$ cat src/rtl/uart_tx_feeder.sv
// Byte FIFO and start/busy sequencer feeding a UART transmitter.
// Bytes are popped one at a time and handed over via tx_start/tx_busy.
module uart_tx_feeder #(
    parameter int DEPTH        = 16,
    parameter int ADDR_W       = 4,
    parameter int PAYLOAD_BITS = 8,
    parameter int ACK_TIMEOUT  = 15
) (
    input  logic                    clk,
    input  logic                    reset,
    input  logic [PAYLOAD_BITS-1:0] wr_data,
    input  logic                    wr_en,
    output logic                    full,
    output logic                    empty,
    output logic [ADDR_W:0]         count,
    output logic                    overflow,
    output logic                    ack_err,
    input  logic                    clr_err,
    output logic [PAYLOAD_BITS-1:0] tx_data,
    output logic                    tx_start,
    input  logic                    tx_busy,
    output logic                    sending
);

    typedef enum logic [1:0] {
        IDLE,
        START,
        WAIT_DONE
    } state_e;

    localparam logic [ADDR_W:0] FULL_CNT = (ADDR_W+1)'(DEPTH);
    localparam logic [7:0]      ACK_MAX  = 8'(ACK_TIMEOUT);

    state_e                  state_q, state_d;
    logic [PAYLOAD_BITS-1:0] mem_q [DEPTH];
    logic [ADDR_W-1:0]       wr_ptr_q, wr_ptr_d;
    logic [ADDR_W-1:0]       rd_ptr_q, rd_ptr_d;
    logic [ADDR_W:0]         count_q, count_d;
    logic                    ovf_q, ovf_d;
    logic                    ack_q, ack_d;
    logic                    start_q, start_d;
    logic [7:0]              tmr_q, tmr_d;
    logic [PAYLOAD_BITS-1:0] data_q, data_d;
    logic                    push, pop, ack_set;

    assign full     = (count_q == FULL_CNT);
    assign empty    = (count_q == '0);
    assign count    = count_q;
    assign overflow = ovf_q;
    assign ack_err  = ack_q;
    assign tx_data  = data_q;
    assign tx_start = start_q;
    assign sending  = (state_q != IDLE);

    assign push = wr_en && !full;
    assign pop  = (state_q == IDLE) && !empty && !tx_busy;

    always_comb begin
        wr_ptr_d = push ? wr_ptr_q + ADDR_W'(1) : wr_ptr_q;
        rd_ptr_d = pop  ? rd_ptr_q + ADDR_W'(1) : rd_ptr_q;
        count_d  = count_q;
        if (push && !pop) begin
            count_d = count_q + (ADDR_W+1)'(1);
        end else if (pop && !push) begin
            count_d = count_q - (ADDR_W+1)'(1);
        end
    end

    // Set beats clear when both happen in the same cycle.
    always_comb begin
        ovf_d = ovf_q;
        if (wr_en && full) begin
            ovf_d = 1'b1;
        end else if (clr_err) begin
            ovf_d = 1'b0;
        end
        ack_d = ack_q;
        if (ack_set) begin
            ack_d = 1'b1;
        end else if (clr_err) begin
            ack_d = 1'b0;
        end
    end

    always_comb begin
        state_d = state_q;
        start_d = 1'b0;
        tmr_d   = tmr_q;
        data_d  = data_q;
        ack_set = 1'b0;
        unique case (state_q)
            IDLE: begin
                if (pop) begin
                    data_d  = mem_q[rd_ptr_q];
                    tmr_d   = '0;
                    state_d = START;
                end
            end
            START: begin
                if (tx_busy) begin
                    state_d = WAIT_DONE;
                end else if (tmr_q == ACK_MAX) begin
                    ack_set = 1'b1;
                    state_d = IDLE;
                end else begin
                    start_d = 1'b1;
                    tmr_d   = tmr_q + 8'd1;
                end
            end
            WAIT_DONE: begin
                if (!tx_busy) begin
                    state_d = IDLE;
                end
            end
            default: state_d = IDLE;
        endcase
    end

    always_ff @(posedge clk) begin
        if (push) begin
            mem_q[wr_ptr_q] <= wr_data;
        end
    end

    always_ff @(posedge clk or negedge reset) begin
        if (!reset) begin
            state_q  <= IDLE;
            wr_ptr_q <= '0;
            rd_ptr_q <= '0;
            count_q  <= '0;
            ovf_q    <= 1'b0;
            ack_q    <= 1'b0;
            start_q  <= 1'b0;
            tmr_q    <= '0;
            data_q   <= '0;
        end else begin
            state_q  <= state_d;
            wr_ptr_q <= wr_ptr_d;
            rd_ptr_q <= rd_ptr_d;
            count_q  <= count_d;
            ovf_q    <= ovf_d;
            ack_q    <= ack_d;
            start_q  <= start_d;
            tmr_q    <= tmr_d;
            data_q   <= data_d;
        end
    end

endmodule

$ cat config.mk
export PLATFORM = sky130hd
export DESIGN_NAME = uart_tx_feeder
export DESIGN_NICKNAME = d
export VERILOG_FILES = /design/src/rtl/uart_tx_feeder.sv
export SDC_FILE = /design/constraint.sdc
export NUM_CORES = 1
export LEC_CHECK = 0
export ABC_AREA = 1
export CORE_MARGIN = 3
export CORE_UTILIZATION = 60
export DETAILED_ROUTE_END_ITERATION = 10
export MAX_ROUTING_LAYER = met4
export PLACE_DENSITY = 0.75
export SLEW_MARGIN = 20
export SYNTH_ARGS = -nofsm -noshare
export SYNTH_HDL_FRONTEND = slang
export SYNTH_SLANG_ARGS = --single-unit
$ cat constraint.sdc
create_clock -name clk -period 3.4 [get_ports clk]
set_input_delay 1.02 -clock clk [delete_from_list [all_inputs] [get_ports clk]]
set_output_delay 1.02 -clock clk [all_outputs]
set_load 0.02 [all_outputs]
==> run_results.csv <==
group,metric,value,unit
floorplan,chipWidth,116.4,um
cts,number_of_buffers_added_for_setup_after_cts,0,
floorplan,die_h,116.4,um
pwr,power.ir.vdd_worst,0.0005624,V
worst_setup_path,path_cells,"nor2_1, nand4_1, inv_1, clkdlybuf4s50_1",
global_route,met3_usage,4.301,%
global_route,use_met1,35.27,%
cts,cts-resized-gates,0,
sta,worst_pin_slew,0.8087,ns
worst_setup_path,timing.critical_path.slowest_cell_delay,0.60,ns
cells_and_area,numnets_final,800,
logic_synthesis,synth_top_family_by_area,"simple AND/OR/NAND/NOR gates",
sta,max_freq,345.9,MHz
cells_and_area,multi_input_combinational_cell_area,0.001962,mm2
logic_synthesis,synth-edff-count,128,
routing,total_drc_errors_in_the_routed_layout,0,
logic_synthesis,synth.ff_latch_count,162,
routing,detailedRoute.firstPassIterationCount,5,
floorplan,die_area,0.01354,mm2
cts,cts_hold_repair.buffers,0,
logic_synthesis,syn-instance-count,730,
cells_and_area,most-common-layout-cells,"224 x nand2_1, 128 x edfxtp_1, 121 x inv_1",
worst_setup_path,regToRegStartpoint,"count[1]",
routing,routed-via-count,5072,
global_route,use_met2,41.53,%
cts,clkTransAtPathRegs,0.06,ns
placement,gp_congestion,0.8670,
routing,drt_iter0_markers,512,
cts,ctsHtreeMaxLevel,4,
sta,timing.final.crit_share,85.04,%
logic_synthesis,synth-xor-area-share,1.318,%
sta,final.setup_skew,0.007415,ns
logic_synthesis,synth_area,0.007308,mm2
sta,grt_setup_unrepaired,"no",
placement,dpl_worst_slack,0.2818,ns
worst_setup_path,worst_r2r_path_depth,12,
placement,detailedPlacementHpwl,10.09,mm
global_route,track_usage,26.51,%
cells_and_area,register_area,0.004696,mm2
global_route,grt_pass1_wl,25.74,mm
sta,report.final.slew_viol_count,0,
outcome,outcome,"finished, final reports clean",
worst_setup_path,required,2.38,ns
routing,wl,15.79,mm
logic_synthesis,post_synth_fa_ha_maj_area_fraction,1.986,%
logic_synthesis,synth_cell_types,34,
floorplan,io-pin-count,32,
worst_setup_path,cp_slowest_cell,"clkdlybuf4s50_1",
cts,clock_latency_of_the_later_clocked_register_in_the_worst_skew_pair,0.43,ns
logic_synthesis,synth.yosys.warnings,0,
global_route,global_route.overflow_total,0,
global_route,grt_pass1_vias,4974,
pwr,report.power.total,0.007320,W
cts,clockBufferDepth,2,
worst_setup_path,worstSetupPathType,"reg2out",
min_path,hold_path.class,"reg2reg",
job,maxCapViolCount,0,
worst_setup_path,timing.reg2reg.setup_slack,1.11,ns
sta,fin_crit,2.891,ns
logic_synthesis,most_used_flip_flop_cell_after_synthesis,"edfxtp_1",
cells_and_area,layout_commonest_cell,"nand2_1",
cts,cts_root_buf,"clkbuf_16",
sta,maxSlewHeadroom,45.92,%
pwr,powerDensity,866.8,mW/mm2
logic_synthesis,synth.mux.area_fraction,0,%
worst_setup_path,cp_max_fo,5,
worst_setup_path,timing.critical_path.to_type,"primary output",
floorplan,placeableCoreArea,0.01166,mm2
floorplan,initial_utilization,62.66,%
logic_synthesis,ys_seq_area_share,64.24,%
worst_setup_path,cp.depth,4,
worst_setup_path,worstPathArrival,1.87,ns
sta,setup_total_negative_slack,0,ns
routing,postRouteAntennaNets,0,
cells_and_area,layout.filler_cells,815,
placement,port_buffers,31,
global_route,grt_antenna_before_repair,0,
global_route,top_usage_layer,"met2",
cells_and_area,antenna-diode-count,0,
logic_synthesis,area_fraction_in_compound_gates_after_synthesis,1.695,%
floorplan,cell_row_count,39,
logic_synthesis,synth_simple_gate_area_share,21.85,%
routing,avgViaCountPerCell,5.442,
cells_and_area,area_growth,15.55,%
worst_setup_path,timing.critical_path.buf_inv,2,
logic_synthesis,syn-mean-instance-area,10.01,um2
logic_synthesis,postSynth.asyncResetShare,20.99,%
worst_setup_path,worstSetupStartpointType,"flip-flop",
worst_setup_path,worst_setup_path_startpoint,"count[1]",
global_route,grt_max_degree,67,
sta,final-hold-violation-count,0,
pwr,cellLeakagePower,3.760,nW
sta,fin_ws,0.5086,ns
worst_setup_path,worst_setup_path_endpoint,"empty",
cts,cts_buffers,17,
cells_and_area,proportion_of_layout_cells_with_a_drive_suffix_above_1,8.365,%
sta,finalSetupViolCount,0,
cts,cts_tree,"yes",
logic_synthesis,post_syn_nets,754,
routing,routed_wire_length_per_instance,16.94,um
cts,cts_sinks,162,
worst_setup_path,worstReg2RegEnd,"count[4]",
worst_setup_path,path_delay_family,"buffers and inverters",
==> how the worst min path moves through the flow <==
stage | start | endpoint | cells past startpoint | slack (ns)
2_1_floorplan | state_q[0] | state_q[1] | 1 | 0.44
3_3_place_gp | state_q[0] | state_q[1] | 1 | 0.46
3_5_place_dp | tx_data[2] | tx_data[2] | 2 | 0.47
4_1_cts | tx_data[6] | tx_data[6] | 2 | 0.49
5_1_grt | tx_data[6] | tx_data[6] | 2 | 0.52
6_report | tx_data[6] | tx_data[6] | 2 | 0.49
==> cells by family (layout without fill, tap and decap cells) <==
family / after synthesis / in the layout
fa+ha+maj: 11 / 11
compound gates: 21 / 21
xor+xnor: 11 / 11
flops: 162 / 162
buf+inv: 153 / 212
simple gates: 372 / 372
==> synthesized netlist by cell type (all sizes together) (2+ instances only) <==
| library cell | instances | share of area (%) |
|---|---|---|
| dfrtp | 34 | 12 |
| nand2 | 228 | 12 |
| o21ai | 11 | 0.96 |
| clkbuf | 3 | 0.29 |
| ha | 10 | 1.7 |
| clkinv | 2 | 0.12 |
| inv | 123 | 6.3 |
| nand3 | 105 | 7.3 |
| xor2 | 9 | 1.1 |
| buf | 25 | 2.2 |
| nor2 | 21 | 1.2 |
| a21oi | 8 | 0.55 |
| nand4 | 2 | 0.17 |
| nor3 | 13 | 0.89 |
| edfxtp | 128 | 53 |
| xnor2 | 2 | 0.24 |
==> flip-flops by register name, summed over array words and instances (netlist names) <==
register	cells
ack_err	1
count	5
mem_q	128
overflow	1
rd_ptr_q	4
state_q	2
tmr_q	8
tx_data	8
tx_start	1
wr_ptr_q	4
==> power breakdown <==
part	internal (W)	total, W	switching (W)
Sequential	0.00246	0.00265	0.000189
Combinational	0.000862	0.00258	0.00172
Clock	0.00136	0.00210	0.000733
==> cell type report <==
cell class / instances / share of cell area [%]
clock buffer: 19 / 5.127
clock inverter: 13 / 2.534
inverter: 125 / 5.571
multi-input combinational: 415 / 23.23
sequential: 162 / 55.61
tap: 143 / 2.119
timing repair buffer: 55 / 5.808
==> routing by layer <==
metal | up-vias | routed length (um)
met4 | 0 | 378
met2 | 216 | 7737
li1 | 2438 | -
met3 | 36 | 1309
met1 | 2382 | 6364
met5 | - | 0
==> metrics by stage <==
step	instance area (um2)	std cells	util (%)	hold WS [ns]
finish	8444	932	72.41	0.4855
global route	8444	932	72.41	0.5218
CTS	8444	932	72.41	0.4892
detailed placement	7797	900	66.86	0.4665
global placement	7797	900	66.86	0.4582
floorplan	7308	730	-	0.4375
==> worst register-to-register path: stages (launching register included) <==
cell     delay [ns]
dfrtp_1        0.44
nor2_1         0.16
nand4_1        0.16
nand2_2        0.11
ha_1           0.19
inv_1          0.11
fa_1           0.42
a21oi_1        0.17
nor2_1         0.06
nor2_1         0.11
xor2_1         0.16
nand2_1        0.07
nand2_1        0.06
(Power assumes the default switching activity.)
==> RTL change: new RTL, same flow settings <==
Change the parameter `ADDR_W` from 4 to 5.
--- a/src/rtl/uart_tx_feeder.sv
+++ b/src/rtl/uart_tx_feeder.sv
@@ -2,7 +2,7 @@
 // Bytes are popped one at a time and handed over via tx_start/tx_busy.
 module uart_tx_feeder #(
     parameter int DEPTH        = 16,
-    parameter int ADDR_W       = 4,
+    parameter int ADDR_W       = 5,
     parameter int PAYLOAD_BITS = 8,
     parameter int ACK_TIMEOUT  = 15
 ) (
Ports: changed (resized count); port bits go from 32 to 33. No check against the original RTL was run, so the function may have changed too.
==> RTL change against the original RTL <==
- wire length grew 1.1%
- design area is 1.4% lower
- sequential cell count rose by 1
- power decreased by 5.3%
- worst setup slack got worse by 0.084 ns
- synthesized cell count up 1.1%
- synthesized area rose by 0.75%
- critical path type unchanged
==> RTL change: results (changes against the original RTL) <==
* Run status: finished, final reports clean (unchanged)
* Total routing usage reported by global routing at 26.1% (was 26.5%)
* CP max stage cell: clkdlybuf4s50_1 (unchanged)
* Fillers at 865 (was 815)
* Worst-margin pin slew at 0.843 ns (was 0.809 ns)
* Max reg flops at 128 (unchanged)
* Root Driver: clkbuf_16 (unchanged)
* Largest net degree at the start of global routing at 67 (unchanged)
* Worst-skew pair later-pin latency at around 0.42 ns
* Mux cell area share after synthesis at 0% (unchanged)
* Synth area leaders: edfxtp_1 (52%), dfrtp_1 (12%), nand2_1 (12%), nand3_1 (7.7%), inv_1 (6.1%) (was edfxtp_1 (53%), dfrtp_1 (12%), nand2_1 (12%), nand3_1 (7.1%), inv_1 (6.2%))
* Synth unique cells at 31 (was 34)
* Syn Nets at 763 (was 754)
* Worst Skew at 0.00714 ns (was 0.00742 ns)
* Pre-CTS setup slack at 0.298 ns (was 0.282 ns)
* Cts bufs inserted at 17 (unchanged)
* Synth Area in XOR/XNOR at 1.55% (was 1.32%)
* Max stage delay on crit path at 0.64 ns (was 0.60 ns)
* Placer congestion estimate at 0.907 (was 0.867)
* Vias in the first global route at 4,963 (was 4,974)
* Final nets at 807 (was 800)
* Initial DRC Count at 578 (was 512)
* Post-synth ARST share at 21.5% (was 21.0%)
* Sequential area share after synthesis at 64.1% (was 64.2%)
* Ys flop type: edfxtp_1 (unchanged)
* Top reg by flops: mem_q (unchanged)
* Compound-Gate Fraction of Synth Area at 1.85% (was 1.69%)
* Post-synth top cells: nand2_1 (228), edfxtp_1 (128), inv_1 (120) (was nand2_1 (224), edfxtp_1 (128), inv_1 (121))
* Final wirelength at 16,000 um (was 15,800 um)
* EDFF count, synth at 128 (unchanged)
* Max IR drop VDD at 0.668 mV (was 0.562 mV)
* First-pass GRT wire length at 25,500 um (was 25,700 um)
* First-pass DRT Iterations at 5 (unchanged)
* Placed cell area at 0.00784 mm^2 (was 0.00780 mm^2)
* Arrival time at the worst endpoint at 1.96 ns (was 1.87 ns)
* Dpl hpwl at 10,200 um (was 10,100 um)
* Synth Area in Adders at 2.14% (was 1.99%)
* Syn. warnings at 0 (unchanged)
* Pleak at 0.00371 uW (was 0.00376 uW)
* Share of layout cells above drive strength 1 at 7.20% (was 8.37%)
* IO buf count at 32 (was 31)
* Vias at 5,104 (was 5,072)
* Initial antenna violation count at 0 (unchanged)
[RTL change: cell count changes after synthesis, moves of 2 or more]
cell,unedited run,this run
nor3_1,13,0
a21oi_1,8,4
nand2_1,224,228
nand3_2,2,0
nor2_1,19,27
nand3_1,103,113
nand4_1,2,0
o21ai_1,0,3
nor2_2,1,3
[RTL change: final timing paths]
check,start,to,slack (ns),cells after the start
setup reg to reg,count[1],count[5],1.04,15
hold / removal,tx_data[3],tx_data[3],0.49,2
setup / recovery,count[1],full,0.42,4
max in group asynchronous,reset,rd_ptr_q[0],2.19,1
min in group asynchronous,reset,tmr_q[2],0.68,1
hold reg to reg,tx_data[3],tx_data[3],0.49,2
[RTL change: metrics by stage]
step                cells  util [%]
CTS                   935      71.1
global route          935      71.1
finish                935      71.1
global placement      906      67.0
detailed placement    906      67.0
floorplan             738         -
[RTL change: layout make-up]
class                           count  share of cell area, %
Inverter                          122                   5.50
Clock inverter                      8                  0.496
Multi-Input combinational cell    425                   24.2
Clock buffer                       21                   5.29
Timing Repair Buffer               53                   5.68
Tap cell                          143                   2.15
Sequential cell                   163                   56.7
[RTL change: logic make-up after synthesis]
kind of cell,after synthesis
fa+ha+maj,12
compound gates,22
xor+xnor,13
flops,163
simple gates,378
buf+inv,150
[RTL change: where the power goes]
group	total (uW)	switching [uW]	internal (uW)
Clock	1600	697	906
Sequential	2680	199	2480
Combinational	2650	1750	898
[RTL change: routing by layer]
| layer | GRT usage [%] | up-vias | share of wire (%) | wire, um |
|---|---|---|---|---|
| met5 | - | - | 0 | 0 |
| met4 | 10.2 | 0 | 2.3 | 363 |
| met3 | 6.12 | 30 | 8.3 | 1330 |
| met2 | 38.8 | 223 | 47 | 7560 |
| met1 | 35.3 | 2406 | 42 | 6700 |
| li1 | - | 2445 | - | - |
[RTL change: critical path: cells and delay by family (launching register included)]
family / cells / cell delay, ns
buffers and inverters: 1 / 0.64
and+or+nand+nor: 3 / 0.47
DFF: 1 / 0.43
